===== config.mk =====
export PLATFORM = sky130hd
export DESIGN_NAME = dmem_arbiter
export DESIGN_NICKNAME = d
export VERILOG_FILES = /design/src/rtl/cpu_defs.sv /design/src/rtl/dmem_mux.sv /design/src/rtl/dmem_arbiter.sv
export SDC_FILE = /design/constraint.sdc
export NUM_CORES = 1
export LEC_CHECK = 0
export ABC_AREA = 1
export CORE_MARGIN = 2
export CORE_UTILIZATION = 55
export CTS_CLUSTER_SIZE = 20
export DETAILED_ROUTE_END_ITERATION = 6
export DONT_BUFFER_PORTS = 1
export GPL_ROUTABILITY_DRIVEN = 0
export PLACE_DENSITY = 0.7
export SLEW_MARGIN = 10
export SYNTH_ARGS = -nofsm -noshare
export SYNTH_HDL_FRONTEND = slang
export SYNTH_SLANG_ARGS = --single-unit

===== constraint.sdc =====
create_clock -name clock -period 2.6 [get_ports clock]
set_clock_uncertainty 0.1 [all_clocks]
set_input_delay 0.39 -clock clock [delete_from_list [all_inputs] [get_ports clock]]
set_output_delay 0.39 -clock clock [all_outputs]
set_load 0.02 [all_outputs]

===== src/rtl/cpu_defs.sv =====
// Definitions shared by the CPU core and its data-memory arbiter:
// bus widths, arbiter state encoding and CPU opcodes.
package cpu_defs;

    localparam int CPU_AW = 8;
    localparam int CPU_DW = 16;

    typedef enum logic [1:0] {
        ST_RUN   = 2'd0,
        ST_DRAIN = 2'd1,
        ST_HOST  = 2'd2
    } arb_state_e;

    localparam logic [3:0] OP_NOP = 4'h0;
    localparam logic [3:0] OP_ADD = 4'h1;
    localparam logic [3:0] OP_SUB = 4'h2;
    localparam logic [3:0] OP_LD  = 4'h3;
    localparam logic [3:0] OP_ST  = 4'h4;
    localparam logic [3:0] OP_JMP = 4'h5;

endpackage


===== src/rtl/dmem_mux.sv =====
// Combinational 2:1 selection of the data-RAM address/data/write strobe
// between the CPU and the host port, with a global write gate.
module dmem_mux #(
    parameter int AW = 8,
    parameter int DW = 16
) (
    input  logic          sel_host,
    input  logic          we_en,
    input  logic [AW-1:0] cpu_addr,
    input  logic [DW-1:0] cpu_wdata,
    input  logic          cpu_we,
    input  logic [AW-1:0] host_addr,
    input  logic [DW-1:0] host_wdata,
    input  logic          host_we,
    output logic [AW-1:0] mem_addr,
    output logic [DW-1:0] mem_wdata,
    output logic          mem_we
);

    always_comb begin
        if (sel_host) begin
            mem_addr  = host_addr;
            mem_wdata = host_wdata;
            mem_we    = we_en & host_we;
        end else begin
            mem_addr  = cpu_addr;
            mem_wdata = cpu_wdata;
            mem_we    = we_en & cpu_we;
        end
    end

endmodule


===== src/rtl/dmem_arbiter.sv =====
// Data-memory arbiter: freezes the CPU through its enable pin so the host
// port can run bursts, then guarantees the CPU a minimum run window.
module dmem_arbiter
    import cpu_defs::*;
#(
    parameter int AW        = CPU_AW,
    parameter int DW        = CPU_DW,
    parameter int MAX_BURST = 16,
    parameter int MIN_CPU   = 4
) (
    input  logic          clock,
    input  logic          reset,
    input  logic          sys_enable,
    output logic          cpu_enable,
    input  logic [AW-1:0] cpu_d_addr,
    input  logic [DW-1:0] cpu_d_dataout,
    input  logic          cpu_d_we,
    output logic [DW-1:0] cpu_d_datain,
    input  logic          host_req,
    input  logic          host_valid,
    input  logic          host_we,
    input  logic [AW-1:0] host_addr,
    input  logic [DW-1:0] host_wdata,
    input  logic          host_last,
    output logic          host_gnt,
    output logic          host_ack,
    output logic [DW-1:0] host_rdata,
    output logic [AW-1:0] mem_addr,
    output logic [DW-1:0] mem_wdata,
    output logic          mem_we,
    input  logic [DW-1:0] mem_rdata
);

    localparam int CW = $clog2(MIN_CPU + 1);
    localparam int BW = $clog2(MAX_BURST) + 1;

    arb_state_e    state_q, state_d;
    logic [CW-1:0] cool_cnt_q, cool_cnt_d;
    logic [BW-1:0] beat_cnt_q, beat_cnt_d;
    logic          cpu_enable_q, cpu_enable_d;
    logic          host_gnt_q, host_gnt_d;
    logic          host_ack_q, host_ack_d;
    logic [DW-1:0] host_rdata_q, host_rdata_d;

    logic beat_acc;
    logic host_start;
    logic host_exit;
    logic sel_host;
    logic we_en;

    assign beat_acc   = (state_q == ST_HOST) && host_valid;
    assign host_start = (state_q == ST_RUN) && host_req && (cool_cnt_q == '0);
    // A forced end at MAX_BURST makes the host go back through the CPU window.
    assign host_exit  = (state_q == ST_HOST) &&
                        ((beat_acc && (host_last || (beat_cnt_q == BW'(MAX_BURST - 1)))) ||
                         (!host_req && !host_valid));

    always_ff @(posedge clock or negedge reset) begin
        if (!reset) begin
            state_q      <= ST_RUN;
            cool_cnt_q   <= '0;
            beat_cnt_q   <= '0;
            cpu_enable_q <= 1'b0;
            host_gnt_q   <= 1'b0;
            host_ack_q   <= 1'b0;
            host_rdata_q <= '0;
        end else begin
            state_q      <= state_d;
            cool_cnt_q   <= cool_cnt_d;
            beat_cnt_q   <= beat_cnt_d;
            cpu_enable_q <= cpu_enable_d;
            host_gnt_q   <= host_gnt_d;
            host_ack_q   <= host_ack_d;
            host_rdata_q <= host_rdata_d;
        end
    end

    always_comb begin
        state_d = state_q;
        unique case (state_q)
            ST_RUN:   if (host_start) state_d = ST_DRAIN;
            ST_DRAIN: state_d = ST_HOST;
            ST_HOST:  if (host_exit) state_d = ST_RUN;
            default:  state_d = ST_RUN;
        endcase
    end

    always_comb begin
        cpu_enable_d = 1'b0;
        host_gnt_d   = 1'b0;
        cool_cnt_d   = cool_cnt_q;
        beat_cnt_d   = beat_cnt_q;
        host_ack_d   = beat_acc;
        host_rdata_d = beat_acc ? mem_rdata : host_rdata_q;
        unique case (state_q)
            ST_RUN: begin
                cpu_enable_d = sys_enable && !host_start;
                if ((cool_cnt_q != '0) && sys_enable) cool_cnt_d = cool_cnt_q - CW'(1);
            end
            ST_DRAIN: begin
                host_gnt_d = 1'b1;
                beat_cnt_d = '0;
            end
            ST_HOST: begin
                host_gnt_d = 1'b1;
                if (beat_acc) beat_cnt_d = beat_cnt_q + BW'(1);
                if (host_exit) begin
                    host_gnt_d   = 1'b0;
                    cpu_enable_d = sys_enable;
                    cool_cnt_d   = CW'(MIN_CPU);
                end
            end
            default: ;
        endcase
    end

    // Writes are blocked during reset and in the DRAIN bubble.
    assign sel_host = (state_q == ST_HOST);
    assign we_en    = reset && (state_q != ST_DRAIN);

    dmem_mux #(
        .AW(AW),
        .DW(DW)
    ) u_dmem_mux (
        .sel_host  (sel_host),
        .we_en     (we_en),
        .cpu_addr  (cpu_d_addr),
        .cpu_wdata (cpu_d_dataout),
        .cpu_we    (cpu_d_we),
        .host_addr (host_addr),
        .host_wdata(host_wdata),
        .host_we   (host_we & host_valid),
        .mem_addr  (mem_addr),
        .mem_wdata (mem_wdata),
        .mem_we    (mem_we)
    );

    assign cpu_enable   = cpu_enable_q;
    assign host_gnt     = host_gnt_q;
    assign host_ack     = host_ack_q;
    assign host_rdata   = host_rdata_q;
    assign cpu_d_datain = mem_rdata;

endmodule


**After elaboration in Yosys (flattened, before gate mapping)**

Index checks and enable logic that the tools add are counted.

- Register bits: 29
- Bits in latches: 0
- Memory bits (writable): 0
- Memory bits (read-only): 0
- Output and inout bits: 60
- Logic and storage cells: 57
- Memories: 0

- Add/sub/neg operators: 2
- $mul: 0
- Divide/modulo/power cells: 0
- Magnitude comparators: 0
- Equality and inequality tests: 8
- Shift operators: 0
- Multiplexer cells: 15
- Bitwise logic cells: 3
- Reduce and logical (&&, ||, !) cells: 22

Operators with widths:

| operator | number |
|---|---|
| $mux W16 | 1 |
| $pmux W5 S2 | 1 |
| $logic_and A1 B1 Y1 | 9 |
| $mux W8 | 1 |
| $mux W3 | 2 |
| $ne A2 B2 Y1 const B | 3 |
| $pmux W2 S3 | 1 |
| $pmux W3 S2 | 1 |
| $add A5 B1 Y5 const B | 1 |
| $eq A5 B4 Y1 const B | 1 |
| $mux W5 | 1 |
| $mux W2 | 2 |
| $ne A2 B1 Y1 const B | 2 |
| $pmux W1 S2 | 2 |
| $reduce_and A2 Y1 | 2 |
| $reduce_bool A2 Y1 | 2 |
| $and A1 B1 Y1 | 3 |
| $logic_not A1 Y1 | 3 |
| $logic_not A3 Y1 | 1 |
| $mux W1 | 3 |
| $reduce_and A3 Y1 | 1 |
| $reduce_bool A3 Y1 | 1 |
| $sub A3 B1 Y3 const B | 1 |
| $eq A2 B1 Y1 const B | 1 |
| 3 further kinds | 4 |

**Longest topological paths before layout**

- Word-level depth: 7
- Depth in mapped cells: 11
- Gate-level depth less buffers: 11

**By module**

A second synthesis with hierarchy kept.

- Cell total of the unflattened synthesis: 258
- Area total of the unflattened synthesis: 1808.0 sq um

Modules (own cells, without submodules):

| module | instances | cells an instance | area an instance (sq um) |
|---|---|---|---|
| dmem_arbiter | 1 | 176 | 1461.4 |
| dmem_mux | 1 | 82 | 346.6 |

**Least setup slack after synthesis**

Ideal clock, no wire load.

- Path type: flip-flop to output port
- Start point: register state_q[0]
- End point: output port mem_we
- Arrival time: 1.331 ns
- Slack: 0.779 ns
- Stages on the path, launching flop included: 8
- Path through: dfrtp_1 inv_1 ha_1 nand2_1 inv_2 buf_4 nand2_1 a21oi_1

- Longest elaborated chain between the ends: 4
- Elaborated cells on any way between the ends: 6

Ends and longest elaborated chain:

| what | line | source |
|---|---|---|
| from (decl) | dmem_arbiter.sv:37 | `arb_state_e state_q, state_d;` |
| from (signal assigned) | dmem_arbiter.sv:68 | `state_q <= state_d;` |
| $ne A2 B1 Y1 | dmem_arbiter.sv:119 | `assign we_en = reset && (state_q != ST_DRAIN);` |
| $logic_and A1 B1 Y1 | dmem_arbiter.sv:119 |  |
| $and A1 B1 Y1 (on tied branches) | dmem_mux.sv:28, dmem_mux.sv:24 |  |
| $mux W1 (*) | dmem_mux.sv:21 | `if (sel_host) begin` |
| to (decl) | dmem_arbiter.sv:30 | `output logic mem_we,` |

Every way passes the cells marked *; elsewhere a longest branch is shown, timed or not.

**Worst setup path in the final report**

- Start point: register state_q[0]
- End point: output port mem_wdata[5]

- Longest elaborated chain between the ends: 2

Ends and longest elaborated chain:

| what | line | source |
|---|---|---|
| $eq A2 B2 Y1 | dmem_arbiter.sv:118 | `assign sel_host = (state_q == ST_HOST);` |
| $mux W16 | dmem_mux.sv:21 |  |
| to (decl) | dmem_arbiter.sv:29 | `output logic [DW-1:0] mem_wdata,` |

No other way between the ends.

==> run_results.csv <==
group,metric,value,unit
run_status,status,"completed",
worst_hold_path,hold_depth,2,
routing,wl,3920,um
clocking,clk_pin_slew,0.09,ns
sta,final_hold_viol_count,0,
sta,max_freq,446,MHz
routing,drc,0,
sta,tightest_slew,0.249,ns
sta,final-setup-viol-count,0,
layout,drive_above_1_share,7.85,%
layout,final_net_count,322,
logic_synthesis,avgSynthCellArea,7.02,sq um
setup_path,worst-r2r-cell-count,9,
setup_path,rr_endpoint,"cool_cnt_q[0]",
power_and_ir_drop,peakVddDrop,600,uV
routing,drt_iter0_drc,30,
floorplan,fp.dieH,61.0,um
power_and_ir_drop,power.density,1200,nW/um^2
sta,fin_crit_sh,86.3,%
routing,drt_pass1_iterations,4,
clocking,clock-sinks,29,
setup_path,criticalPathCategory,"flip-flop to primary output",
worst_hold_path,worstHoldPathType,"input port to flip-flop",
global_routing,antenna_found_initial,0,
clocking,post_cts_buffers,0,
sta,finalMaxSlewViolations,0,
floorplan,start_util,58.0,%
setup_path,max_stage_delay,0.37,ns
setup_path,cp_slowest_cell,"dfrtp_1",
global_routing,grt_pass1_wl,5640,um
floorplan,rows,20,
clocking,cts-htree-levels,2,
clocking,clkLatencyLatePin,0.33,ns
setup_path,start_kind,"flip-flop",
floorplan,core_area,3080,sq um
setup_path,worstPathRequired,2.11,ns
clocking,cts_resized,0,
logic_synthesis,synthesis.nets,334,
sta,rsz0062_at_grt,"no",
setup_path,crit_arrival,1.75,ns
setup_path,cp_cell_sequence,"inv_1 -> ha_1 -> inv_1 -> buf_4 -> nand2_1 -> nand2_1",
routing,wl_per_cell,13.7,um
setup_path,cp-end-kind,"primary output",
routing,num_vias,1431,
floorplan,die-area,3720,sq um
clocking,cts.path.max_buffers,2,
flow_run,cap_violations,0,
global_routing,grt_max_degree,30,
routing,ant_nets,0,
logic_synthesis,ys_seq_area_share,40.7,%
layout,most-common-layout-cells,"146 x nand2_1, 29 x dfrtp_1, 14 x inv_1, 9 x nand3_1, 8 x ha_1",
sta,relSlewSlack,83.4,%
layout,post-route-util,58.5,%
power_and_ir_drop,fin_total_pwr,0.00216,W
layout,area_growth,0.842,%
clocking,clockRootBuffer,"clkbuf_4",
logic_synthesis,ys_types,19,
sta,fin_crit,2.24,ns
power_and_ir_drop,power_leakage,1.02,nW
floorplan,die_w,61.0,um
routing,viasPerCell,5.00,
worst_hold_path,min-delay-start,"mem_rdata[8]",
logic_synthesis,synthesis.area,1780,sq um
sta,finalSetupTns,0,ns
setup_path,r2r_slack,0.72,ns
setup_path,critical_path_peak_fanout,26,
logic_synthesis,syn_inst,254,
clocking,cts_tree,"yes",
placement,port_buffers,0,
clocking,numCtsBuffers,5,
layout,layout_commonest_cell,"nand2_1",
global_routing,grt.total_usage,21.3,%
layout,diodes,0,
logic_synthesis,ys_ff_latch,29,
logic_synthesis,ys_warn_count,0,
setup_path,reg2reg_from,"state_q[0]",
global_routing,grt-ovfl-total,0,
worst_hold_path,min_to,"host_rdata[8]",
placement,dpl.hpwl,2980,um
floorplan,ioPinCount,132,
global_routing,grt_pass1_vias,1282,
==> routing by layer <==
layer / vias up / global-route usage [%] / wire [um]
li1: 727 / - / -
met2: 74 / 35.3 / 1880
met3: 9 / 8.53 / 389
met4: 0 / 7.76 / 60
met5: - / 0 / 0
met1: 621 / 25.0 / 1590
==> registers in the layout (all words and copies together) (netlist names) <==
name	cells
cpu_enable	1
host_gnt	1
beat_cnt_q	5
host_rdata	16
state_q	2
cool_cnt_q	3
host_ack	1
==> cells in the mapped netlist <==
cell	number	area share (%)
nand3_4	1	0.98
nand3_1	9	2.5
buf_2	6	1.7
o21ai_0	1	0.28
a21boi_0	1	0.42
inv_2	1	0.21
nand2_2	2	0.70
or2_1	2	0.70
dfrtp_1	29	41
buf_4	20	8.4
inv_1	14	2.9
nor2_2	1	0.35
o22ai_1	2	0.70
a21oi_1	4	1.1
nor2_1	5	1.1
nand2_1	146	31
a21boi_1	1	0.42
o21ai_2	1	0.49
ha_1	8	5.6
==> how the worst max path moves through the flow <==
| stage | from | end | slack (ns) | depth (start not counted) |
|---|---|---|---|---|
| after floorplan | state_q[0] | mem_we | 0.78 | 7 |
| after global placement | state_q[0] | mem_addr[5] | 0.77 | 6 |
| after detailed placement | state_q[0] | mem_wdata[5] | 0.71 | 6 |
| after CTS | state_q[0] | mem_wdata[5] | 0.34 | 6 |
| after global routing | state_q[0] | mem_addr[1] | 0.18 | 6 |
| final | state_q[0] | mem_wdata[5] | 0.36 | 6 |
==> layout make-up <==
type                    count  area, sq um
fillers                   304         1280
repair buffers              7         67.6
flip-flops and latches     29          726
multi-input cells         184          822
inverters                  15         56.3
clock buffers               5         37.5
clock inverters             2         35.0
well taps                  44         55.1
==> through the flow <==
stage | hold WS, ns | setup slack [ns] | cells | area, sq um
final | 0.0691 | 0.356 | 286 | 1800
after global routing | 0.0544 | 0.180 | 286 | 1800
after CTS | 0.0570 | 0.339 | 286 | 1800
after detailed placement | -0.00496 | 0.710 | 277 | 1700
after global placement | -0.00517 | 0.770 | 277 | 1700
after floorplan | -0.00559 | 0.779 | 254 | 1780
==> worst max-delay path, delay by kind of cell, from the launching register on <==
kind,cells,cell delay [ns]
flip-flops,1,0.37
AND/OR/NAND/NOR,2,0.29
buffers and inverters,3,0.49
adder cells (fa/ha/maj),1,0.28
==> power by group <==
part           total [W]  internal, W  switching, W
Sequential      0.000901     0.000627      0.000274
Combinational   0.000909     0.000270      0.000639
Clock           0.000347     0.000196      0.000151
==> logic make-up (layout without fill, tap and decap cells) <==
family                   after synthesis  after routing  share of synthesized area [%]
AO/OA/AOI/OAI                         10             10                           3.44
adder cells (fa/ha/maj)                8              8                           5.61
buffers and inverters                 41             29                           13.3
flip-flops                            29             29                           40.7
AND/OR/NAND/NOR                      166            166                           37.0
==> what timing repair did <==
| item | 4_1_cts | 5_1_grt |
|---|---|---|
| hold endpoints to repair | 29 | 0 |
| setup endpoints to repair | 0 | 0 |
| hold buffers | 2 | 0 |
Power figures use the tool's default switching activity.
